`config.mk`:
```
export PLATFORM = sky130hd
export DESIGN_NAME = ysyx_idu_ibuf
export DESIGN_NICKNAME = d
export VERILOG_FILES = /design/src/rtl/ysyx_idu_ibuf.sv
export SDC_FILE = /design/constraint.sdc
export NUM_CORES = 1
export LEC_CHECK = 0
export BUFFER_PORTS_ARGS = -buffer_cell sky130_fd_sc_hd__buf_2
export CAP_MARGIN = 10
export CORE_MARGIN = 2
export CORE_UTILIZATION = 50
export CTS_CLUSTER_SIZE = 24
export DETAILED_ROUTE_END_ITERATION = 7
export GPL_ROUTABILITY_DRIVEN = 0
export MAX_ROUTING_LAYER = met4
export PLACE_DENSITY = 0.68
export SLEW_MARGIN = 20
export SYNTH_ARGS = -nofsm -noshare
export SYNTH_HDL_FRONTEND = slang
export SYNTH_SLANG_ARGS = --single-unit
```
`constraint.sdc`:
```
create_clock -name clock -period 6 [get_ports clock]
set_clock_uncertainty 0.2 [all_clocks]
set_input_delay 0.9 -clock clock [delete_from_list [all_inputs] [get_ports clock]]
set_output_delay 0.9 -clock clock [all_outputs]
set_load 0.005 [all_outputs]
```
`src/rtl/ysyx_idu_ibuf.sv`:
```
// Instruction buffer between IFU and decode: a DEPTH-entry FIFO of {inst, pc, pnpc}
// with registered valid/ready on both sides, redirect flush, and register-field
// pre-extraction from the head entry. No combinational path from upstream to downstream.
module ysyx_idu_ibuf #(
    parameter int unsigned XLEN    = 32,
    parameter int unsigned DEPTH   = 4,
    parameter int unsigned REG_LEN = 5
) (
    input  logic                     clock,
    input  logic                     reset,
    input  logic                     flush,
    input  logic                     in_valid,
    output logic                     in_ready,
    input  logic [31:0]              in_inst,
    input  logic [XLEN-1:0]          in_pc,
    input  logic [XLEN-1:0]          in_pnpc,
    output logic                     out_valid,
    input  logic                     out_ready,
    output logic [31:0]              out_inst,
    output logic [XLEN-1:0]          out_pc,
    output logic [XLEN-1:0]          out_pnpc,
    output logic [REG_LEN-1:0]       out_rs1,
    output logic [REG_LEN-1:0]       out_rs2,
    output logic [REG_LEN-1:0]       out_rd,
    output logic [$clog2(DEPTH):0]   count
);

    localparam int unsigned AW = $clog2(DEPTH);
    localparam int unsigned CW = AW + 1;
    localparam int unsigned EW = 32 + 2 * XLEN;

    logic [EW-1:0]   r_mem [DEPTH];
    logic [AW-1:0]   r_wptr;
    logic [AW-1:0]   r_rptr;
    logic [CW-1:0]   r_count;
    logic [CW-1:0]   w_count_nxt;

    logic            w_push;
    logic            w_pop;
    logic            w_full;
    logic            w_empty;
    logic [EW-1:0]   w_head;
    logic [31:0]     w_head_inst;
    logic [XLEN-1:0] w_head_pc;
    logic [XLEN-1:0] w_head_pnpc;

    assign w_full    = (r_count == CW'(DEPTH));
    assign w_empty   = (r_count == '0);
    // Readiness depends only on occupancy, never on out_ready, so a full buffer stalls
    // upstream even when downstream drains in the same cycle.
    assign in_ready  = ~w_full;
    assign out_valid = ~w_empty;
    assign w_push    = in_valid & ~w_full & ~flush;
    assign w_pop     = ~w_empty & out_ready & ~flush;
    assign count     = r_count;

    // Next occupancy: +1 on push, -1 on pop, unchanged on both or neither.
    always_comb begin
        w_count_nxt = r_count;
        unique case ({w_push, w_pop})
            2'b10:   w_count_nxt = r_count + CW'(1);
            2'b01:   w_count_nxt = r_count - CW'(1);
            default: w_count_nxt = r_count;
        endcase
    end

    // Storage write; contents are left untouched by reset and flush.
    always_ff @(posedge clock) begin
        if (w_push) begin
            r_mem[r_wptr] <= {in_inst, in_pc, in_pnpc};
        end
    end

    // Pointers and occupancy; flush returns to the same empty state as reset.
    always_ff @(posedge clock or posedge reset) begin
        if (reset) begin
            r_wptr  <= '0;
            r_rptr  <= '0;
            r_count <= '0;
        end else if (flush) begin
            r_wptr  <= '0;
            r_rptr  <= '0;
            r_count <= '0;
        end else begin
            if (w_push) begin
                r_wptr <= r_wptr + AW'(1);
            end
            if (w_pop) begin
                r_rptr <= r_rptr + AW'(1);
            end
            r_count <= w_count_nxt;
        end
    end

    assign w_head = r_mem[r_rptr];

    // Head payload is zeroed while empty so decode sees inst 0 and stale storage never leaks.
    always_comb begin
        w_head_inst = '0;
        w_head_pc   = '0;
        w_head_pnpc = '0;
        if (!w_empty) begin
            w_head_inst = w_head[EW-1 -: 32];
            w_head_pc   = w_head[2*XLEN-1 -: XLEN];
            w_head_pnpc = w_head[XLEN-1:0];
        end
    end

    assign out_inst = w_head_inst;
    assign out_pc   = w_head_pc;
    assign out_pnpc = w_head_pnpc;
    assign out_rs1  = w_head_inst[15 +: REG_LEN];
    assign out_rs2  = w_head_inst[20 +: REG_LEN];
    assign out_rd   = w_head_inst[7 +: REG_LEN];

endmodule

```
# After elaboration in Yosys (flattened, before gate mapping)
# Memory sizes are Yosys's and may differ from the RTL's.
# Index checks and enable logic that the tools add are counted.
# op_classes
addsub	4
eq_ne	3
mux	11
bitwise_logic	7
n_reduce_logical	4
# ops
cell	count
two-way mux 32 bit	3
two-way mux 2 bit	4
one-hot mux 3 bit (2 select lines)	1
adder 2 x 1 -> 2 bit, second input constant	2
AND 1 bit	4
nonzero test 2 bit	2
adder 3 x 1 -> 3 bit, second input constant	1
equality test 3 bit, second input constant	1
logical NOT 3 bit	1
two-way mux 3 bit	1
inverter 1 bit	3
nonzero test 3 bit	1
subtractor 3 x 1 -> 3 bit, second input constant	1
equality test 2 x 1 -> 1 bit, second input constant	1
equality test 2 bit, second input constant	1
two-way mux 1 bit	2
# totals
out_inout_bits	116
ramBits	384
word_cells	33
n_memories	1
regBits	7
input_bits	101
# mem_list
memory	words	word_bits	read_ports	rd_ports_with_merged_regs	write_ports	line_no	text
r_mem	4	96	1	0	1	32	logic [EW-1:0] r_mem [DEPTH];

# Logic depth before layout (Yosys ltp)
# Gate-level depths: netlist of run 1.
# logic_depth
depth_word	7
mapped_depth	7
ltp_nobuf	6

# Least setup slack after synthesis of run 1
# OpenSTA, ideal clock, no wires.
# synth_path
path_kind	input -> register
startpoint	input port flush
endpoint	memory r_mem[0][0] in the netlist's numbering (enable)
stages	3
setup_slack_ns	1.662
setup_ns	0.466
path_buffers	1
required_ns	5.334
arrival_ns	3.672
path_cell_list	buf_1 > nor3_1 > and2_1
# synth_via
elab_chain_cells	4
# synth_rtl
element	line_no	text
start, declared	11	input logic flush,
inverter 1 bit	53	assign w_push = in_valid & ~w_full & ~flush;
AND 1 bit	53	
two-way mux 1 bit	69	if (w_push) begin
two-way mux 1 bit (not written as such)	70	r_mem[r_wptr] <= {in_inst, in_pc, in_pnpc};
end, declared	32	
# Every way passes these cells.

# Worst setup path after layout of run 1
# layout_path
startpoint	register r_rptr[0]
endpoint	output port out_pc[31]
# layout_via
elab_chain_cells	2
# layout_rtl
element	line_no	text
start, declared	34	logic [AW-1:0] r_rptr;
start signal, assigned	89	r_rptr <= r_rptr + AW'(1);
memory read (4 x 96 bit)	-	
two-way mux 32 bit	102	if (!w_empty) begin
end, declared	20	output logic [XLEN-1:0] out_pc,
# Every way passes these cells.

==> flow_summary_export.csv, run 1 <==
group,metric,value,unit
critical_path,reg2reg_to,"r_mem[3][77]",
grt,grt_pass1_wl,43100,um
grt,grt_max_degree,64,
critical_path,critPathSlowestCell,"dfrtp_4",
clock_tree,cts_resized,0,
critical_path,rrSetupSlack,2.97,ns
yosys,synth_top_area_frac,0.761,
route,first_pass_iters,7,
route,final_antenna_net_count,0,
yosys,synth_top_area_cell,"edfxtp_1",
route,first_iter_violations,548,
critical_path,reg2reg_depth,4,
sta,drv_slew,0,
yosys,synth_edf_count,384,
floorplanning,die_h,178,um
clock_tree,postCtsHoldBufs,0,
yosys,synthArstFlopShare,0.0179,
clock_tree,cts_made_buffers,40,
yosys,synth_common_cells,"edfxtp_1 (384), and2_1 (100), mux4_2 (96), clkbuf_1 (19), buf_4 (15)",
route,routed_wl,28900,um
clock_tree,htree_levels,2,
floorplanning,core_region_area,29700,um2
critical_path,setup.worst_path.end_class,"output port",
yosys,syn-num-nets,796,
floorplanning,start_util,0.510,
yosys,yosys-top-cells-area,"edfxtp_1 (76%), mux4_2 (14%), and2_1 (4.1%)",
grt,antenna_found_initial,8,
sta,setup_ws,1.96,ns
yosys,postSynthCellCount,690,
route,viasPerCell,5.43,
yosys,synth_seq_cells,391,
critical_path,cp_slowest_stage_delay,0.97,ns
floorplanning,die_area,31700,um2
sta,min_period,4.04,ns
clock_tree,clk_latency,0.53,ns
critical_path,crit_path_start_kind,"flop",
pwr,p_leak,0.00613,uW
clock_tree,clkSlewWorstSetupHoldPaths,0.06,ns
sta,max_freq,247,MHz
run,cap_violations,0,
critical_path,worstPathCellList,"buf_12 -> mux4_2 -> and2_1 -> buf_2",
sta,finalSetupViolations,0,
final_layout,nets,1013,
route,vias,7248,
clock_tree,ctsRootBufferMaster,"clkbuf_16",
critical_path,crit_arrival,2.94,ns
pwr,power_density,359,nW/um2
final_layout,synthToLayoutAreaGrowth,17.4,%
outcome,outcome,"finished, final reports clean",
yosys,synth_area_per_cell,22.0,um2
clock_tree,cts.sinks,391,
sta,finalSetupTns,0,ns
floorplanning,rows,63,
placed_design,hpwl,17100,um
sta,slew_headroom,0.398,
yosys,ys_types,35,
yosys,ys_warn_count,0,
sta,final.period_utilization,0.674,
route,wl_per_cell,21.6,um
yosys,yosysMostFrequentCell,"edfxtp_1",
critical_path,critical_path_required,4.90,ns
yosys,synth-main-ff-cell,"edfxtp_1",
sta,worstMarginPinSlew,0.904,ns
clock_tree,post_cts_buffers,0,
grt,grt_pass1_vias,7440,
clock_tree,clockBufferDepth,3,
critical_path,crit_type,"flop to output port",
critical_path,r2r_start,"count[1]",
yosys,syn_area,15200,um2
final_layout,drive_gt1_frac,0.415,
critical_path,crit_path_max_fanout,59,
pwr,vdd_ir_drop_max,276,uV
grt,grt_overflow,0,
yosys,ys_seq_area_frac,0.773,
placed_design,post-place-ws,2.40,ns
grt,track_usage,0.188,
floorplanning,pin_count,217,
clock_tree,cts_tree,"done",
route,route.detailed.drc,0,
sta,hold_viol_final,0,
placed_design,port_buffers,216,
sta,rsz0062_at_grt,"no",
hold_path,hp-class,"primary input to asynchronous set/reset pin",
floorplanning,die_x,178,um
-- where the power goes --
part           internal, uW  switching (uW)  total (uW)
Sequential             3090            72.5        3160
Combinational           463             428         890
Clock                  1350             982        2330
Total                  4900            1480        6380
-- registers in the layout, indices dropped and copies added, names as in the netlist --
register / flops
r_mem: 384
count: 3
r_rptr: 2
r_wptr: 2
-- layout by cell type, fill, tap and decap left out, drive strengths merged --
| cell | n |
|---|---|
| nand4bb | 1 |
| nor3 | 2 |
| clkbuf | 50 |
| ha | 4 |
| fa | 1 |
| mux2 | 1 |
| nor2 | 2 |
| a311oi | 1 |
| mux4 | 96 |
| inv | 8 |
| o211ai | 1 |
| nand3 | 3 |
| diode | 10 |
| buf | 228 |
| xnor2 | 1 |
| dfrtp | 7 |
| o22ai | 1 |
| nand2 | 2 |
| o311ai | 1 |
| or3 | 1 |
| a2111oi | 2 |
| edfxtp | 384 |
| clkinv | 17 |
| bufinv | 2 |
| a311o | 1 |
| and2 | 100 |
| xor2 | 2 |
| nor3b | 3 |
| o21ba | 1 |
| a21oi | 5 |
| o21ai | 4 |
| nand2b | 3 |
| o31ai | 1 |
-- through the flow --
stage	hold slack [ns]	power, uW	utilization	instances	area (um2)
after floorplan	0.357	3790	-	690	15200
after global placement	0.388	4130	0.556	1255	16500
after detailed placement	0.390	4140	0.556	1255	16500
after CTS	0.0910	6460	0.598	1326	17800
after global routing	0.122	6640	0.599	1334	17800
final	0.105	6380	0.599	1336	17800
-- area by class of cell --
type | count | area [um2]
fillers | 2151 | 11900
flip-flops and latches | 391 | 11700
multi-input cells | 240 | 3130
repair buffers | 228 | 1180
clock buffers | 50 | 1060
well taps | 390 | 488
clock inverters | 21 | 179
diodes | 10 | 25.0
inverters | 6 | 22.5
-- how the worst max path moves through the flow --
stage | from | slack [ns] | cells past startpoint | end
floorplan | flush | 1.66 | 3 | r_mem[0][0]
global placement | in_valid | 2.41 | 5 | r_mem[1][85]
detailed placement | r_rptr[0] | 2.40 | 4 | out_pc[31]
CTS | r_rptr[0] | 1.84 | 4 | out_pc[31]
global route | r_rptr[0] | 1.72 | 4 | out_pc[21]
finish | r_rptr[0] | 1.96 | 4 | out_pc[31]
-- routing by layer --
metal	global-route usage	wire [um]	part of all wire
met2	0.287	13500	0.47
met4	0.0461	416	0.014
met3	0.0441	2200	0.076
met1	0.259	12700	0.44
met5	-	0	0
-- critical path, delay by kind of cell, from the launching register on --
kind	cells	cell delay, ns
buf+inv	2	0.62
flops	1	0.97
mux	1	0.58
simple gates	1	0.19
-- kinds of logic (layout without fill, tap and decap cells) --
logic type / Yosys count / in the layout / share of synthesized area
adder cells (fa/ha/maj): 5 / 5 / 0.00462
flip-flops: 391 / 391 / 0.773
multiplexers: 97 / 97 / 0.143
XOR/XNOR: 3 / 3 / 0.00173
AO/OA/AOI/OAI: 18 / 18 / 0.00801
AND/OR/NAND/NOR: 117 / 117 / 0.0478
other: 0 / 10 / 0
buffers and inverters: 59 / 305 / 0.0219
No activity file was read; power rests on OpenSTA's default activity.
==> inputs of run 2 (changes only) <==
- ABC_AREA: not set -> 1
- PLACE_DENSITY: 0.68 -> 0.71
- clock period: 6 -> 3.6 ns (I/O delays scaled with it)
==> flow_summary_export.csv, run 2 <==
group,metric,value,unit
clock_tree,ctsRootBufferMaster,"clkbuf_16",
yosys,synth_area_per_cell,12.7,um2
route,route.detailed.drc,0,
yosys,synth_simple_gate_area_frac,0.102,
final_layout,top_register,"r_mem",
yosys,synthAdderAreaFrac,0.00454,
grt,grt_max_degree,194,
route,routed_wl,32400,um
final_layout,nets,1507,
yosys,synthArstFlopShare,0.0179,
final_layout,multiInputGateArea,3170,um2
critical_path,critPathSlowestCell,"dfrtp_4",
yosys,yosys-top-cells-area,"edfxtp_1 (75%), nor2_1 (9.5%), o21ai_1 (4.0%)",
sta,max_freq,306,MHz
route,wl_per_cell,17.7,um
yosys,ys_seq_area_frac,0.758,
critical_path,setup.worst_path.end_class,"output port",
critical_path,crit_type,"flop to output port",
final_layout,synthToLayoutAreaGrowth,16.7,%
floorplanning,die_area,32300,um2
grt,met2_usage,0.337,
sta,drv_slew,0,
grt,antenna_found_initial,6,
route,final_antenna_net_count,0,
sta,finalHoldWorstSlack,0.0379,ns
sta,worstMarginPinSlew,1.16,ns
critical_path,crit_path_start_kind,"flop",
yosys,synth.area.mux_share,0,
sta,rsz0062_at_grt,"no",
yosys,synth_common_cells,"nor2_1 (389), edfxtp_1 (384), o21ai_1 (124), a21oi_1 (99), o21ai_0 (72)",
grt,use_met1,0.261,
critical_path,crit_arrival,2.53,ns
yosys,yosysMostFrequentCell,"nor2_1",
sta,hold_viol_final,0,
placed_design,placed_cells,1755,
route,vias,9702,
floorplanning,pin_count,217,
final_layout,fin_area,18000,um2
placed_design,placed_cell_area,16800,um2
clock_tree,clockBufferDepth,3,
clock_tree,cts.sinks,391,
clock_tree,cts_tree,"done",
clock_tree,cts_made_buffers,39,
placed_design,hpwl,17900,um
grt,grt_pass1_wl,50600,um
yosys,synth_top_area_frac,0.747,
yosys,postSynthCellCount,1212,
yosys,synth_compound_area_frac,0.0961,
sta,final.period_utilization,0.909,
yosys,synth_seq_cells,391,
sta,min_period,3.27,ns
run,cap_violations,0,
route,first_iter_violations,744,
grt,grt_overflow,0,
clock_tree,htree_levels,2,
yosys,synth_top_family_by_area,"simple AND/OR/NAND/NOR gates",
yosys,ys_types,22,
critical_path,cp_top_family,"buffers and inverters",
floorplanning,die_x,180,um
grt,use_met3,0.0381,
yosys,synth-main-ff-cell,"edfxtp_1",
pwr,p_leak,0.00652,uW
floorplanning,core_region_area,30500,um2
clock_tree,clkSlewWorstSetupHoldPaths,0.06,ns
route,viasPerCell,5.29,
final_layout,fillerInstances,2357,
final_layout,largest_reg_flops,384,
grt,busiest_layer,"met2",
critical_path,worstPathCellList,"buf_12 -> nor2_1 -> nor2_1 -> o21ai_0 -> a21oi_1 -> buf_2",
yosys,synth_xor_area_frac,0.000567,
floorplanning,start_util,0.506,
hold_path,hp-class,"primary input to flop",
sta,slew_headroom,0.228,
yosys,synth_top_area_cell,"edfxtp_1",
pwr,vdd_ir_drop_max,490,uV
floorplanning,rows,64,
critical_path,critical_path_required,2.86,ns
sta,finalSetupViolations,0,
yosys,ys_warn_count,0,
critical_path,cp_slowest_stage_delay,0.45,ns
critical_path,crit_path_max_fanout,193,
yosys,syn_area,15400,um2
placed_design,post-place-ws,0.993,ns
yosys,syn-num-nets,1318,
final_layout,final_common_cell,"nor2_1",
grt,track_usage,0.203,
critical_path,path_buf_inv,2,
final_layout,regArea,11700,um2
final_layout,fin_cells,1833,
yosys,synth_edf_count,384,
final_layout,final_cell_mix,"nor2_1 (385), edfxtp_1 (384), buf_2 (216)",
clock_tree,clk_latency,0.51,ns
sta,setup_ws,0.329,ns
route,first_pass_iters,5,
outcome,outcome,"finished, final reports clean",
grt,grt_pass1_vias,9447,
clock_tree,cts_resized,0,
floorplanning,die_h,180,um
final_layout,drive_gt1_frac,0.209,
pwr,power_density,691,nW/um2
critical_path,crit_top_cell,"nor2_1",
final_layout,finalCoreUtilization,0.591,
placed_design,port_buffers,216,
-- run 2: worst paths after layout --
| path | depth (start not counted) | start | end | slack (ns) |
|---|---|---|---|---|
| max | 6 | r_rptr[0] | out_inst[13] | 0.33 |
| min | 1 | in_inst[18] | r_mem[3][82] | 0.04 |
| max reg2reg | 7 | count[0] | r_mem[3][62] | 1.09 |
| min reg2reg | 2 | count[1] | count[1] | 0.38 |
| max in group asynchronous | 3 | reset | r_rptr[1] | 2.61 |
| min in group asynchronous | 3 | reset | count[2] | 0.32 |
-- run 2: what timing repair did --
action | in CTS | in global routing
hold buffers | 1 | 0
buffers inserted | 0 | 0
hold endpoints to repair | 7 | 0
-- run 2: area by class of cell --
class,count,area share
inverter,15,0.00361
clock inverter,9,0.00222
tap,396,0.0275
sequential,391,0.650
antenna,7,0.000972
multi-input combinational,717,0.176
timing repair buffer,237,0.0786
clock buffer,61,0.0616
-- run 2: logic make-up (layout without fill, tap and decap cells) --
kind of cell / after synthesis / count (layout)
DFF: 391 / 391
xor gates and xnor gates: 1 / 1
other: 0 / 7
and+or+nand+nor: 415 / 415
AOI/OAI and AO/OA: 296 / 296
buffers and inverters: 104 / 322
adders and majority gates: 5 / 5
-- run 2: stage by stage --
step,total power (uW),TNS [ns]
floorplan,7630,-181.76
global placement,8860,0
detailed placement,8910,0
CTS,12600,0
global route,13100,0
finish,12400,0
-- run 2: report_power, final --
part / switching (uW) / leakage, uW / internal [uW]
clock: 1550 / 0.000561 / 2120
combinational: 2190 / 0.00238 / 1230
sequential: 81.0 / 0.00358 / 5280
total: 3820 / 0.00652 / 8630
-- run 2: metal layers --
metal,part of all wire,vias up,wire length (um)
li1,-,4655,-
met1,0.42,4673,13800
met2,0.50,338,16100
met3,0.065,36,2110
met4,0.014,0,446
met5,0,-,0
